### src/rtl/cpu_trace_emitter.sv
// Serialises one CPU write-back record (register or memory write) as an ASCII trace line,
// one character per accepted beat: "^T@PPPPPPPP: $R <= DDDDDDDD#" or "...: *AAAAAAAA <= ...#".
module cpu_trace_emitter #(
    parameter bit          UPPER_HEX = 1'b0,
    parameter int unsigned MAX_TIME  = 9999
) (
    input  logic        clk,
    input  logic        reset,
    input  logic        in_valid,
    output logic        in_ready,
    input  logic        in_kind,
    input  logic [13:0] in_time,
    input  logic [31:0] in_pc,
    input  logic [31:0] in_idx,
    input  logic [31:0] in_data,
    output logic [7:0]  char_out,
    output logic        char_valid,
    input  logic        char_ready,
    output logic        busy
);

    typedef enum logic [1:0] {IDLE, CONV, EMIT} state_t;

    localparam logic [13:0] MAX_T = 14'(MAX_TIME);

    state_t      state;
    logic        kind;
    logic [31:0] pc;
    logic [31:0] idx;
    logic [31:0] data;
    logic [29:0] dd;
    logic [3:0]  cnt;
    logic [5:0]  pos;

    logic [13:0] tsat;
    logic [5:0]  nxt_pos;
    logic [7:0]  nxt_char;
    logic [3:0]  d3, d2, d1, d0;
    logic [3:0]  reg_tens, reg_units;
    logic [4:0]  reg_rem;
    logic [2:0]  pc_sel, idx_sel, data_sel;

    function automatic logic [7:0] hex_char(input logic [3:0] n);
        if (n < 4'd10)
            return 8'h30 + {4'h0, n};
        else
            return (UPPER_HEX ? 8'h41 : 8'h61) + {4'h0, n} - 8'd10;
    endfunction

    function automatic logic [7:0] dec_char(input logic [3:0] n);
        return 8'h30 + {4'h0, n};
    endfunction

    // One double-dabble step: add 3 to every BCD digit >= 5, then shift the whole register left.
    function automatic logic [29:0] dd_step(input logic [29:0] v);
        logic [29:0] r;
        r = v;
        for (int unsigned i = 0; i < 4; i++) begin
            if (r[14 + 4*i +: 4] >= 4'd5)
                r[14 + 4*i +: 4] = r[14 + 4*i +: 4] + 4'd3;
        end
        return {r[28:0], 1'b0};
    endfunction

    assign tsat = (in_time > MAX_T) ? MAX_T : in_time;
    assign d3 = dd[29:26];
    assign d2 = dd[25:22];
    assign d1 = dd[21:18];
    assign d0 = dd[17:14];

    always_comb begin
        reg_tens = 4'd0;
        reg_rem  = idx[4:0];
        if (idx[4:0] >= 5'd30) begin
            reg_tens = 4'd3;
            reg_rem  = idx[4:0] - 5'd30;
        end else if (idx[4:0] >= 5'd20) begin
            reg_tens = 4'd2;
            reg_rem  = idx[4:0] - 5'd20;
        end else if (idx[4:0] >= 5'd10) begin
            reg_tens = 4'd1;
            reg_rem  = idx[4:0] - 5'd10;
        end
        reg_units = reg_rem[3:0];
    end

    // Character positions: 0 '^', 1-4 time digits, 5 '@', 6-13 pc, 14 ':', 15 ' ', 16 '$'/'*',
    // 17-24 address, 25-26 register digits, 27-30 " <= ", 31-38 data, 39 '#'.
    always_comb begin
        nxt_pos = pos + 6'd1;
        case (pos)
            6'd0: begin
                if (d3 != 4'd0)      nxt_pos = 6'd1;
                else if (d2 != 4'd0) nxt_pos = 6'd2;
                else if (d1 != 4'd0) nxt_pos = 6'd3;
                else                 nxt_pos = 6'd4;
            end
            6'd16: begin
                if (kind)                   nxt_pos = 6'd17;
                else if (idx[4:0] >= 5'd10) nxt_pos = 6'd25;
                else                        nxt_pos = 6'd26;
            end
            6'd24:   nxt_pos = 6'd27;
            default: nxt_pos = pos + 6'd1;
        endcase
    end

    always_comb begin
        pc_sel   = 3'(6'd13 - nxt_pos);
        idx_sel  = 3'(6'd24 - nxt_pos);
        data_sel = 3'(6'd38 - nxt_pos);
        nxt_char = 8'h23;
        if (nxt_pos == 6'd0)                 nxt_char = 8'h5e;
        else if (nxt_pos == 6'd1)            nxt_char = dec_char(d3);
        else if (nxt_pos == 6'd2)            nxt_char = dec_char(d2);
        else if (nxt_pos == 6'd3)            nxt_char = dec_char(d1);
        else if (nxt_pos == 6'd4)            nxt_char = dec_char(d0);
        else if (nxt_pos == 6'd5)            nxt_char = 8'h40;
        else if (nxt_pos inside {[6:13]})    nxt_char = hex_char(pc[{pc_sel, 2'b00} +: 4]);
        else if (nxt_pos == 6'd14)           nxt_char = 8'h3a;
        else if (nxt_pos == 6'd15)           nxt_char = 8'h20;
        else if (nxt_pos == 6'd16)           nxt_char = kind ? 8'h2a : 8'h24;
        else if (nxt_pos inside {[17:24]})   nxt_char = hex_char(idx[{idx_sel, 2'b00} +: 4]);
        else if (nxt_pos == 6'd25)           nxt_char = dec_char(reg_tens);
        else if (nxt_pos == 6'd26)           nxt_char = dec_char(reg_units);
        else if (nxt_pos == 6'd27)           nxt_char = 8'h20;
        else if (nxt_pos == 6'd28)           nxt_char = 8'h3c;
        else if (nxt_pos == 6'd29)           nxt_char = 8'h3d;
        else if (nxt_pos == 6'd30)           nxt_char = 8'h20;
        else if (nxt_pos inside {[31:38]})   nxt_char = hex_char(data[{data_sel, 2'b00} +: 4]);
    end

    always_ff @(posedge clk or negedge reset) begin
        if (!reset) begin
            state      <= IDLE;
            in_ready   <= 1'b1;
            char_valid <= 1'b0;
            char_out   <= 8'h00;
            busy       <= 1'b0;
            kind       <= 1'b0;
            pc         <= '0;
            idx        <= '0;
            data       <= '0;
            dd         <= '0;
            cnt        <= '0;
            pos        <= '0;
        end else begin
            case (state)
                IDLE: begin
                    if (in_valid) begin
                        kind     <= in_kind;
                        pc       <= in_pc;
                        idx      <= in_idx;
                        data     <= in_data;
                        dd       <= {16'h0000, tsat};
                        cnt      <= '0;
                        state    <= CONV;
                        in_ready <= 1'b0;
                        busy     <= 1'b1;
                    end
                end
                CONV: begin
                    dd  <= dd_step(dd);
                    cnt <= cnt + 4'd1;
                    if (cnt == 4'd13) begin
                        state      <= EMIT;
                        char_out   <= 8'h5e;
                        char_valid <= 1'b1;
                        pos        <= '0;
                    end
                end
                EMIT: begin
                    if (char_ready) begin
                        if (pos == 6'd39) begin
                            char_valid <= 1'b0;
                            state      <= IDLE;
                            in_ready   <= 1'b1;
                            busy       <= 1'b0;
                        end else begin
                            pos      <= nxt_pos;
                            char_out <= nxt_char;
                        end
                    end
                end
                default: begin
                    state      <= IDLE;
                    in_ready   <= 1'b1;
                    char_valid <= 1'b0;
                    busy       <= 1'b0;
                end
            endcase
        end
    end

endmodule

### config.mk
export PLATFORM = sky130hd
export DESIGN_NAME = cpu_trace_emitter
export DESIGN_NICKNAME = d
export VERILOG_FILES = /design/src/rtl/cpu_trace_emitter.sv
export SDC_FILE = /design/constraint.sdc
export NUM_CORES = 1
export LEC_CHECK = 0
export CORE_UTILIZATION = 40
export CTS_BUF_LIST = sky130_fd_sc_hd__clkbuf_16
export DETAILED_ROUTE_END_ITERATION = 6
export GPL_TIMING_DRIVEN = 0
export PLACE_DENSITY_LB_ADDON = 0.25
export SLEW_MARGIN = 20
export SYNTH_ARGS = -nofsm -noshare
export SYNTH_HDL_FRONTEND = slang
export SYNTH_SLANG_ARGS = --single-unit
### constraint.sdc
create_clock -name clk -period 4.07 [get_ports clk]
set_input_delay 0.814 -clock clk [delete_from_list [all_inputs] [get_ports clk]]
set_output_delay 0.814 -clock clk [all_outputs]
set_load 0.01 [all_outputs]
==> reports/qor.yml <==
sta:
  setup_viol: 0
  holdWs_ps: 319
  max_slew_margin_pct: 47.8
  drv_slew: 0
  tns_ps: 0
  period_share_pct: 98.7
  period_minus_slack_ps: 4020
  finalHoldViolCount: 0
  finalWorstSetupSlack_ps: 51.2
  max_freq_ghz: 0.249
  tightest_slew_ps: 777
  finalClockSkew_ps: 11.2
  rsz0062_at_grt: "yes"
synth:
  synthMuxAreaShare_pct: 6.45
  syn_area_per_cell_um2: 8.51
  synth_xor_area_share_pct: 1.79
  synth_ff_type: "dfrtp_1"
  synthArstFlopShare_pct: 100
  yosys.area_share.simple_pct: 24.3
  syn_nets: 1168
  synthAdderAreaFrac_pct: 4.16
  ys_seq_area_share_pct: 42.8
  ys_warn_count: 0
  synthCells: 1024
  syn-cell-area_um2: 8720
  synth_compound_area_share_pct: 15.9
  synth_edf_count: 0
  synth_top_family_by_area: "simple AND/OR/NAND/NOR gates"
  ys_ff_latch: 149
  synth.distinct_cells: 89
clocking:
  cts_tree: "done"
  numCtsBuffers: 17
  insertion_delay_ps: 440
  clk_pin_slew_worst_paths_ps: 70
  numClockSinks: 149
  clockRootBuffer: "clkbuf_16"
  cts.htree.levels: 4
  cts_buffer_depth: 2
floorplan:
  core-area_um2: 21200
  num_rows: 53
  die_area_um2: 22400
  io_pins: 126
  die_x_um: 150
  start_util_pct: 41.1
  die-height_um: 150
global_routing:
  grt_pass1_wl_um: 40200
  grt_overflow: 0
  gr-usage-all-layers_pct: 23.3
  antenna_found_initial: 0
  grt_max_degree: 81
  grt_pass1_vias: 7769
setup_path:
  worstSetupStartpointType: "register"
  worst-path-max-fanout: 7
  r2r_start: "pos[0]"
  r2r_slack_ps: 50
  r2r-end: "char_out[2]"
  worstPathRequired_ps: 4440
  cp-end-kind: "register"
  worst_r2r_path_depth: 18
  crit_arrival_ps: 4390
  path_class: "reg -> reg"
detailed_routing:
  antenna_left: 0
  drt_iter0_markers: 584
  via_per_inst: 5.39
  drc: 0
  vias: 8007
  routedWlPerCell_um: 16.9
  first_pass_iters: 5
  routed_wl_um: 25000
cells_and_area:
  drive_gt1_share_pct: 12.1
  post-route-util_pct: 54.3
  nNetsFinal: 1341
  areaGrowthSynthToFinish_pct: 32.2
  antenna_cells: 0
job:
  drv_cap: 0
placement:
  dp_hpwl_um: 17900
  detailedPlace.worstSlack_ps: -557
  portBuffers: 124
  place_congestion: 0.890
min_path:
  min-delay-path-class: "in -> async"
outcome:
  status: "completed"
[metrics by stage]
| step | cells | cell area [um2] |
|---|---|---|
| 6_report | 1485 | 11500 |
| 5_1_grt | 1485 | 11500 |
| 4_1_cts | 1483 | 11400 |
| 3_5_place_dp | 1424 | 10400 |
| 3_3_place_gp | 1423 | 10300 |
| 2_1_floorplan | 1024 | 8760 |
[metal layers]
| metal | up-vias | GRT usage (%) | part of all wire (%) |
|---|---|---|---|
| li1 | 3893 | - | - |
| met1 | 3814 | 32.7 | 46 |
| met2 | 260 | 36.0 | 46 |
| met3 | 40 | 4.27 | 5.6 |
| met4 | 0 | 8.01 | 2.1 |
| met5 | - | 0 | 0 |
[synthesized netlist by cell type (5+ instances only)]
master	number	area, um2
xnor2_1	7	61.3
mux4_2	11	248
o22ai_1	6	37.5
a21oi_1	45	225
nand4_1	5	31.3
nor2b_1	8	50.1
buf_2	5	25.0
nand2b_1	8	50.1
ha_1	29	363
and2_1	5	31.3
dfrtp_1	148	3700
inv_1	30	113
a22oi_1	10	75.1
o31ai_1	7	52.6
nor3b_1	5	37.5
nand3_1	27	135
clkbuf_1	40	150
nand2_1	354	1330
a31oi_1	9	56.3
o21ai_0	49	245
a311oi_1	6	52.6
nor3_1	13	65.1
mux2i_1	30	300
a211o_1	6	52.6
o21a_1	5	37.5
nor2_1	48	180
[layout by cell type (no fill, tap or decap), drive strengths merged, types with 5 or more instances in the layout]
master,Yosys,final
o21ai,53,53
and2,6,6
a21oi,46,46
nor2b,8,8
o21a,5,5
clkbuf,40,56
a22oi,10,10
xnor2,10,10
a31oi,9,9
a311oi,6,6
dfrtp,148,148
nand4,5,5
inv,32,38
nor3,13,13
nor2,49,49
mux2i,31,31
buf,13,45
o22ai,6,6
mux4,11,11
nand2,355,355
a211o,6,6
o31ai,7,7
ha,29,29
nor3b,5,5
nand3,27,27
nand2b,9,9
clkdlybuf4s50,0,123
[how the worst max path moves through the flow]
| stage | to | slack, ps | startpoint |
|---|---|---|---|
| 3_5_place_dp | char_out[2] | -560 | pos[0] |
| 5_1_grt | char_out[2] | -120 | idx[1] |
| 6_report | char_out[2] | 50 | pos[0] |
| 4_1_cts | char_out[2] | 0.3 | pos[1] |
| 2_1_floorplan | char_out[1] | 0.05 | pos[0] |
| 3_3_place_gp | dd[24] | -3950 | reset |
[critical path, cell delays in order, from the launching register on]
cell and delay [ps]:
dfrtp_2 410, inv_2 80, ha_4 130, or3b_4 420
or2_0 240, o32a_1 310, buf_6 160, ha_4 190
xnor2_4 150, buf_12 140, buf_4 150, a311oi_4 300
a32oi_2 140, nand2_1 150, ha_1 230, o211ai_1 110
a2bb2oi_1 160, a221o_1 370, a21oi_2 120
[final cells by class]
cell class,instances,area (um2)
fillers,1946,9700
flip-flops and latches,149,3730
clock buffers,17,425
multi-input cells,790,4880
repair buffers,156,1530
inverters,32,149
clock inverters,15,144
plain buffers,51,314
well taps,275,344
[logic make-up after synthesis]
logic type | after synthesis
other cells | 1
fa+ha+maj | 29
xor+xnor | 14
mux | 42
flops | 149
compound gates | 204
buf+inv | 85
simple gates | 500
[timing repair]
action / in CTS / in global routing
pin swaps: 13 / 12
gates cloned: 0 / 0
hold buffers: 0 / 0
buffers inserted: 27 / 4
endpoints found under the setup margin: 6 / 6
gates resized for setup: 45 / 26
[registers in the layout (all words and copies together) (netlist names), 2 cells and up]
signal    count
pos           6
state         2
char_out      7
pc           32
dd           30
data         32
idx          32
cnt           4
Power is not shown: default switching activity piles up to over one toggle a cycle in this logic, so the estimate is an artifact.
